$ cat src/rtl/tdc_stim_ctrl_pkg.sv
// Shared constants for the TDC stimulus/readout controller:
// default geometry, timing and FSM state encodings.
package tdc_stim_ctrl_pkg;

  localparam int NUM_STAGES  = 300;
  localparam int COARSE_W    = 8;
  localparam int TAP_W       = 9;
  localparam int PULSE_W     = 4;
  localparam int RECOVER_CYC = 8;

  localparam logic [2:0] TSC_IDLE    = 3'd0;
  localparam logic [2:0] TSC_ARM     = 3'd1;
  localparam logic [2:0] TSC_LAUNCH  = 3'd2;
  localparam logic [2:0] TSC_WAIT    = 3'd3;
  localparam logic [2:0] TSC_STOPHI  = 3'd4;
  localparam logic [2:0] TSC_RECOVER = 3'd5;

endpackage

$ cat src/rtl/tdc_cycle_counter.sv
// Loadable down-counter with zero flag, shared by WAIT/STOPHI/RECOVER.
// Ports: clk, rst_n, load_i/val_i load, en_i decrement, cnt_o, zero_o.
module tdc_cycle_counter #(
  parameter int W = 8
) (
  input  logic         clk,
  input  logic         rst_n,
  input  logic         load_i,
  input  logic [W-1:0] val_i,
  input  logic         en_i,
  output logic [W-1:0] cnt_o,
  output logic         zero_o
);

  logic [W-1:0] cnt_q;

  always_ff @(posedge clk or negedge rst_n) begin
    if (!rst_n) begin
      cnt_q <= '0;
    end else if (load_i) begin
      cnt_q <= val_i;
    end else if (en_i && (cnt_q != '0)) begin
      cnt_q <= cnt_q - 1'b1;
    end
  end

  assign cnt_o  = cnt_q;
  assign zero_o = (cnt_q == '0);

endmodule

$ cat src/rtl/tdc_stim_ctrl.sv
// TDC launch-side controller: START, delayed STOP, fine tap, code capture.
// Ports: req handshake + coarse/fine, abort, start/stop/fine_tap, result.
module tdc_stim_ctrl
  import tdc_stim_ctrl_pkg::*;
#(
  parameter int NS  = NUM_STAGES,
  parameter int CW  = COARSE_W,
  parameter int TW  = TAP_W,
  parameter int PW  = PULSE_W,
  parameter int RC  = RECOVER_CYC
) (
  input  logic          clk,
  input  logic          rst_n,
  input  logic          req_valid,
  output logic          req_ready,
  input  logic [CW-1:0] coarse_dly,
  input  logic [TW-1:0] fine_sel,
  input  logic          abort,
  output logic          start,
  output logic          stop,
  output logic [TW-1:0] fine_tap,
  input  logic [NS-1:0] tdc_code,
  output logic          result_valid,
  output logic [NS-1:0] result_code,
  output logic          result_err
);

  logic [2:0]    state_q, state_d;
  logic          ready_q, ready_d;
  logic          start_q, start_d;
  logic          stop_q, stop_d;
  logic [TW-1:0] tap_q, tap_d;
  logic [TW-1:0] ftap_q, ftap_d;
  logic [CW-1:0] crs_q, crs_d;
  logic          clmp_q, clmp_d;
  logic          rv_q, rv_d;
  logic [NS-1:0] code_q, code_d;
  logic          rerr_q, rerr_d;

  logic          c_load, c_en, c_zero;
  logic [CW-1:0] c_val, c_cnt;
  logic          busy;

  tdc_cycle_counter #(.W(CW)) u_cnt (
    .clk    (clk),
    .rst_n  (rst_n),
    .load_i (c_load),
    .val_i  (c_val),
    .en_i   (c_en),
    .cnt_o  (c_cnt),
    .zero_o (c_zero)
  );

  assign busy = (state_q == TSC_ARM) || (state_q == TSC_LAUNCH) ||
                (state_q == TSC_WAIT) || (state_q == TSC_STOPHI);

  always_comb begin
    state_d = state_q;
    start_d = start_q;
    stop_d  = stop_q;
    tap_d   = tap_q;
    ftap_d  = ftap_q;
    crs_d   = crs_q;
    clmp_d  = clmp_q;
    rv_d    = 1'b0;
    code_d  = code_q;
    rerr_d  = rerr_q;
    c_load  = 1'b0;
    c_val   = '0;
    c_en    = 1'b0;
    if (abort && busy) begin
      state_d = TSC_RECOVER;
      start_d = 1'b0;
      stop_d  = 1'b0;
      c_load  = 1'b1;
      c_val   = CW'(RC - 1);
    end else begin
      unique case (1'b1)
        (state_q == TSC_IDLE): begin
          if (req_valid && ready_q) begin
            crs_d = coarse_dly;
            if (fine_sel >= TW'(NS)) begin
              tap_d  = TW'(NS - 1);
              clmp_d = 1'b1;
            end else begin
              tap_d  = fine_sel;
              clmp_d = 1'b0;
            end
            state_d = TSC_ARM;
          end
        end
        (state_q == TSC_ARM): begin
          ftap_d  = tap_q;
          state_d = TSC_LAUNCH;
        end
        (state_q == TSC_LAUNCH): begin
          start_d = 1'b1;
          c_load  = 1'b1;
          c_val   = crs_q;
          state_d = TSC_WAIT;
        end
        (state_q == TSC_WAIT): begin
          if (c_zero) begin
            stop_d  = 1'b1;
            c_load  = 1'b1;
            c_val   = CW'(PW - 1);
            state_d = TSC_STOPHI;
          end else begin
            c_en = 1'b1;
          end
        end
        (state_q == TSC_STOPHI): begin
          // counter reads PW-2 on the second edge after stop rose
          if (c_cnt == CW'(PW - 2)) begin
            code_d = tdc_code;
            rerr_d = clmp_q;
            rv_d   = 1'b1;
          end
          if (c_zero) begin
            start_d = 1'b0;
            stop_d  = 1'b0;
            c_load  = 1'b1;
            c_val   = CW'(RC - 1);
            state_d = TSC_RECOVER;
          end else begin
            c_en = 1'b1;
          end
        end
        (state_q == TSC_RECOVER): begin
          if (c_zero) state_d = TSC_IDLE;
          else        c_en    = 1'b1;
        end
        default: state_d = TSC_IDLE;
      endcase
    end
    ready_d = (state_d == TSC_IDLE);
  end

  always_ff @(posedge clk or negedge rst_n) begin
    if (!rst_n) begin
      state_q <= TSC_IDLE;
      ready_q <= 1'b0;
      start_q <= 1'b0;
      stop_q  <= 1'b0;
      tap_q   <= '0;
      ftap_q  <= '0;
      crs_q   <= '0;
      clmp_q  <= 1'b0;
      rv_q    <= 1'b0;
      code_q  <= '0;
      rerr_q  <= 1'b0;
    end else begin
      state_q <= state_d;
      ready_q <= ready_d;
      start_q <= start_d;
      stop_q  <= stop_d;
      tap_q   <= tap_d;
      ftap_q  <= ftap_d;
      crs_q   <= crs_d;
      clmp_q  <= clmp_d;
      rv_q    <= rv_d;
      code_q  <= code_d;
      rerr_q  <= rerr_d;
    end
  end

  assign req_ready    = ready_q;
  assign start        = start_q;
  assign stop         = stop_q;
  assign fine_tap     = ftap_q;
  assign result_valid = rv_q;
  assign result_code  = code_q;
  assign result_err   = rerr_q;

endmodule

$ cat config.mk
export PLATFORM = sky130hd
export DESIGN_NAME = tdc_stim_ctrl
export DESIGN_NICKNAME = d
export VERILOG_FILES = /design/src/rtl/tdc_stim_ctrl_pkg.sv /design/src/rtl/tdc_cycle_counter.sv /design/src/rtl/tdc_stim_ctrl.sv
export SDC_FILE = /design/constraint.sdc
export NUM_CORES = 1
export LEC_CHECK = 0
export CAP_MARGIN = 40
export CORE_AREA = 2 2 248 250
export CTS_BUF_LIST = sky130_fd_sc_hd__clkbuf_4 sky130_fd_sc_hd__clkbuf_8
export CTS_CLUSTER_DIAMETER = 60
export DETAILED_ROUTE_END_ITERATION = 8
export DIE_AREA = 0 0 250 252
export HOLD_SLACK_MARGIN = 0.06
export SLEW_MARGIN = 20
export SYNTH_ARGS = -nofsm -noshare
export SYNTH_HDL_FRONTEND = slang
export SYNTH_SLANG_ARGS = --single-unit
$ cat constraint.sdc
create_clock -name clk -period 1.7 [get_ports clk]
set_input_delay 0.17 -clock clk [delete_from_list [all_inputs] [get_ports clk]]
set_output_delay 0.17 -clock clk [all_outputs]
set_load 0.005 [all_outputs]
Yosys cells after proc, flatten, opt, wreduce, memory -nomap -nowiden
Cells that the tools add are included.
{"block": "word_totals", "regBits": 343}
{"block": "op_classes", "n_addsub": 1, "n_lt_le_gt_ge": 1, "eq_ne": 8, "n_mux": 29, "n_bitwise": 1, "reduce_logical": 20}
{"op": "8-bit 2-to-1 mux", "n": 3}
{"op": "8-bit case mux with 3 select lines", "n": 1}
{"op": "3-bit 2-to-1 mux", "n": 6}
{"op": "3-bit case mux with 6 select lines", "n": 1}
{"op": "1-bit 2-to-1 mux", "n": 13}
{"op": "9-bit greater-or-equal comparator, second input constant", "n": 1}
{"op": "9-bit 2-to-1 mux", "n": 1}
{"op": "3-bit AND reduction", "n": 3}
{"op": "8-bit by 2-bit equality test with 1-bit output, second input constant", "n": 1}
{"op": "8-bit zero test", "n": 1}
{"op": "8-bit nonzero test", "n": 1}
{"op": "8-bit by 1-bit subtractor with 8-bit output, second input constant", "n": 1}
{"op": "3-bit by 2-bit equality test with 1-bit output, second input constant", "n": 2}
{"op": "3-bit equality test, second input constant", "n": 2}
{"op": "3-bit zero test", "n": 2}
{"op": "3-bit inequality test, second input constant", "n": 2}
{"op": "1-bit case mux with 2 select lines", "n": 3}
{"op": "3-bit nonzero test", "n": 2}
{"op": "2-bit AND reduction", "n": 2}
{"op": "3-bit by 1-bit equality test with 1-bit output, second input constant", "n": 1}
{"op": "1-bit logical AND", "n": 3}
{"op": "1-bit logical OR", "n": 3}
{"op": "3-bit OR reduction", "n": 1}
{"op": "2-bit 2-to-1 mux", "n": 1}
{"op": "3 further kinds", "n": 3}

Depth between registers and ports, before layout
{"block": "depth", "word_depth": 9, "depth_mapped": 9, "ltp_nobuf": 7}

Hierarchy
A second synthesis with hierarchy kept.
{"block": "unflattened", "hier_cells": 853, "hier_area_um2": 13257.7}
{"mod": "tdc_stim_ctrl", "instances": 1, "cells_each": 785, "area_per_inst_um2": 12682.2, "seq_area_each_um2": 8383.0}
{"mod": "tdc_cycle_counter", "instances": 1, "cells_each": 68, "area_per_inst_um2": 575.6, "seq_area_each_um2": 200.2}

Least setup slack after synthesis
OpenSTA, ideal clock, no wires.
{"block": "synth_path", "kind": "register to register", "from": "reg u_cnt.cnt_q[0], in the netlist u_cnt.cnt_o[0]", "to": "reg u_cnt.cnt_q[6], in the netlist u_cnt.cnt_o[6]", "t_arrival_ns": 1.611, "required_time_ns": 1.573, "setup_slack_ns": -0.038, "path_stages_with_launch": 8, "path_buffers": 0, "cell_sequence": "dfrtp_1 inv_1 ha_1 nor3b_2 a21oi_2 o221ai_2 a31o_1 o2bb2a_1"}
{"block": "synth_via", "elab_chain_cells": 6}
{"item": "start: declaration", "line_no": "tdc_cycle_counter.sv:15", "source": "logic [W-1:0] cnt_q;"}
{"item": "start signal: assignment", "line_no": "tdc_cycle_counter.sv:21", "source": "cnt_q <= val_i;"}
{"item": "start signal: assignment", "line_no": "tdc_cycle_counter.sv:23", "source": "cnt_q <= cnt_q - 1'b1;"}
{"item": "parallel branches: the longest is 6 deep, another holds 8-bit by 1-bit subtractor with 8-bit output"}
Parallel ways; which one is timed is not known. The select of a mux whose other input is x is not followed.
A chain may end at the register's enable or synchronous reset.

Worst setup path in the final report
{"block": "layout_path", "from": "reg u_cnt.cnt_q[3], in the netlist u_cnt.cnt_o[3]", "to": "reg code_q[44], in the netlist result_code[44]"}
{"block": "layout_via", "elab_chain_cells": 2}
{"item": "8-bit by 2-bit equality test with 1-bit output", "line_no": "tdc_stim_ctrl.sv:114", "source": "if (c_cnt == CW'(PW - 2)) begin"}
{"item": "3-bit AND reduction (no line)"}
{"item": "end signal: assignment", "line_no": "tdc_stim_ctrl.sv:162", "source": "code_q <= code_d;"}
{"item": "end: declaration", "line_no": "tdc_stim_ctrl.sv:37", "source": "logic [NS-1:0] code_q, code_d;"}
No other way between the ends.

==> summary.md <==
| Metric | Value |
|---|---|
| WHS Path Cells | 3 |
| Syn Area/Cell | 9.12 um^2 |
| Remaining routing DRC violations | 0 |
| Slew Limit Headroom | 73.9% |
| Pre-CTS setup slack | -0.343 ns |
| Worst setup margin | -0.182 ns |
| Static Leak | about 0.013 uW |
| VDD IR max | about 730 uV |
| Most frequent cells in the layout | 906 x nand2_1, 612 x clkdlybuf4s50_1, 341 x dfrtp_1 |
| CTS tree | done |
| Max-cap viol count | 0 |
| Worst R2R Path Depth | 7 |
| Die Wd | 250 um |
| Filler Cell Count | roughly 5,500 |
| Root Buffer | clkbuf_8 |
| Type of origin of the critical path | register |
| Hold Crit Class | in -> reg |
| Max frequency | around 530 MHz |
| Fin nets | ~2,900 |
| R2R Path End | result_code[44] |
| Flop and latch count out of synthesis | around 340 |
| Max clock buf depth | 3 |
| Worst EP arrival | around 2.4 ns |
| Critical path required time | between 2 and 2.5 ns |
| Die H | roughly 250 um |
| Share of cells above drive strength 1 | 14.8% |
| Drt first-iter violations | 671 |
| Failing checks | setup timing |
| CTS Sinks | 343 |
| I/O pin count | 635 |
| GPL Wtd Cong | a little under 0.9 |
| Seq/Total Area, Yosys | between 60% and 70% |
| Worst Skew | ~0.037 ns |
| Synth Instances | 1,496 |
| Endpoint type of the worst setup path | register |
| Post-route ant nets | 0 |
| Synth Net Count | roughly 1,800 |
| Grt total ovfl | 0 |
| Count of final max-slew check failures | 0 |
| Dpl cells | around 2,900 |
| Most common cell after layout, fill and taps aside | nand2_1 |
| CTS Buf Count | between 60 and 70 |
| Netlist Area Pre-Place | around 14,000 um^2 |
| H-tree depth | 3 |
| Final hold vios | 0 |
| Die area | ~63,000 um^2 |
| Finished Layout Cells | roughly 3,400 |
| Vias/cell | 4.29 |
| Critical path fanouts, max | 32 |
| Unique masters post-synth | 48 |
| Outcome | finished with violations |
| Initial core utilization | 22.7% |
| DRT Wirelength | roughly 60,000 um |
| First-pass GRT wire length | roughly 88,000 um |
| Setup TNS | -37.93 ns |
| Total track usage | around 18% |
| Power per cell area | around 1200 nW/um^2 |
| Core region area | approximately 60,000 um^2 |
| Initial antenna violation count | 8 |
| Largest net degree at the start of global routing | between 70 and 80 |
| Vias in the first global route | about 16,000 |
| Min cycle time layout | around 1.9 ns |
| Vias | ~15,000 |
| Worst slew pin tran | 0.390 ns |
| Worst R2R Setup Slack | -0.18 ns |
| Hold EP | result_code[289] |
| Ys Warns | 0 |
| Reg clk slew, reported paths | ~0.06 ns |
| Synthesis-to-finish area growth | 101% |
| First-pass iteration count of the detailed router | 5 |
| Critical path type | reg -> reg |
| HPWL after detailed placement | between 30,000 and 40,000 um |
| Count of input and output buffers | approximately 630 |
| Final period util | 111% |
| Worst reg2reg startpoint | u_cnt.cnt_o[3] |
| Skew-Pair Late Insertion Delay | between 0.6 and 0.7 ns |
| # setup viols final | 350 |
| Row Count | 90 |
| RSZ-0062 raised after global routing | yes |
| WL per Instance | ~18 um |
| Worst hold start | tdc_code[289] |
-- layer usage --
layer / routed length [um] / global-route usage [%] / vias to the layer above
met2: 30600 / 31.4 / 586
met4: 2350 / 8.54 / 6
met5: 38 / 0 / -
li1: - / - / 6812
met3: 4260 / 5.31 / 147
met1: 22700 / 19.8 / 7070
-- power by group --
part           total (uW)  internal, uW  switching, uW
Clock                8510          4760           3750
Combinational       13200          7770           5410
Sequential          12500         10800           1640
Total               34200         23400          10800
-- metrics by stage --
step / util (%) / hold slack (ns) / area [um^2] / power, uW
3_5_place_dp: 35.4 / 0.108 / 21300 / 23600
5_1_grt: 45.7 / 0.0739 / 27500 / 36300
4_1_cts: 44.8 / 0.0609 / 26900 / 33800
3_3_place_gp: 35.4 / 0.108 / 21300 / 23300
2_1_floorplan: - / -0.126 / 13600 / 15800
6_report: 45.7 / 0.126 / 27500 / 34200
-- critical path: stages (launching register included) --
cell	delay [ns]
dfrtp_1	0.43
nor2_2	0.16
nand3_2	0.12
or3_4	0.50
buf_12	0.20
buf_16	0.19
nand2_1	0.11
nand2_1	0.06
-- final cells by class --
| type | instances | area, um^2 | area share [%] |
|---|---|---|---|
| Inverter | 6 | 22.5 | 0.0820 |
| Timing Repair Buffer | 1086 | 11600 | 42.2 |
| Clock buffer | 99 | 1250 | 4.55 |
| Antenna cell | 5 | 12.5 | 0.0456 |
| Multi-Input combinational cell | 1071 | 4890 | 17.8 |
| Clock inverter | 18 | 133 | 0.483 |
| Sequential cell | 343 | 8590 | 31.3 |
| Tap cell | 782 | 978 | 3.56 |
-- worst max path at each step --
stage	from	end	slack [ns]	cells past startpoint
final	u_cnt.cnt_o[3]	result_code[44]	-0.18	7
after global routing	u_cnt.cnt_o[3]	result_code[44]	-0.26	7
after CTS	u_cnt.cnt_o[0]	result_code[51]	-0.15	9
after detailed placement	abort	result_code[243]	-0.34	10
after global placement	abort	result_code[238]	-0.35	10
after floorplan	state_q[0]	crs_q[0]	0.007	7
-- cells in the mapped netlist, drive strengths merged --
| cell | instances | area [um^2] |
|---|---|---|
| a2111oi | 1 | 8.76 |
| and3 | 3 | 18.8 |
| and2 | 5 | 33.8 |
| nand4 | 1 | 6.26 |
| mux2 | 10 | 113 |
| nand3 | 11 | 55.1 |
| o22a | 5 | 43.8 |
| a311oi | 2 | 17.5 |
| o311ai | 1 | 8.76 |
| ha | 3 | 37.5 |
| or3b | 1 | 8.76 |
| a21boi | 2 | 15.0 |
| nor2b | 2 | 12.5 |
| a21o | 3 | 22.5 |
| o211ai | 3 | 22.5 |
| nor4 | 1 | 21.3 |
| inv | 6 | 22.5 |
| o221ai | 1 | 15.0 |
| o2bb2a | 1 | 10.0 |
| nand3b | 4 | 30.0 |
| o21ai | 5 | 25.0 |
| dfrtp | 343 | 8580 |
| nor2 | 11 | 51.3 |
| nand2 | 957 | 3600 |
| nand4bb | 1 | 11.3 |
| or3 | 2 | 12.5 |
| buf | 73 | 571 |
| or2 | 1 | 6.26 |
| and3b | 1 | 8.76 |
| a31o | 2 | 17.5 |
| nor3b | 2 | 20.0 |
| a21oi | 13 | 68.8 |
| nor4b | 2 | 38.8 |
| clkbuf | 3 | 11.3 |
| a31oi | 5 | 31.3 |
| o21a | 3 | 22.5 |
| nor3 | 6 | 41.3 |
-- registers in the layout, indices dropped and copies added, names as in the netlist --
signal,cells
fine_tap,9
req_ready,1
clmp_q,1
stop,1
result_valid,1
start,1
result_code,300
state_q,3
result_err,1
crs_q,8
tap_q,9
u_cnt.cnt_o,8
-- what timing repair did --
action	CTS	global route
gates cloned	27	15
endpoints found under the setup margin	617	628
hold buffers	289	0
endpoints found under the hold margin	630	0
buffers inserted	32	5
gates resized for setup	125	76
pin swaps	45	39
-- cells by family (layout without fill, tap and decap cells) --
| group | after synthesis | count (layout) | synth area share (%) |
|---|---|---|---|
| adders and majority gates | 3 | 3 | 0.275 |
| muxes | 10 | 10 | 0.826 |
| other | 0 | 5 | 0 |
| buffers and inverters | 82 | 1209 | 4.43 |
| DFF | 343 | 343 | 62.9 |
| and+or+nand+nor | 1011 | 1011 | 29.1 |
| AOI/OAI and AO/OA | 47 | 47 | 2.41 |
Note: power is estimated with default switching activity, not from simulation.
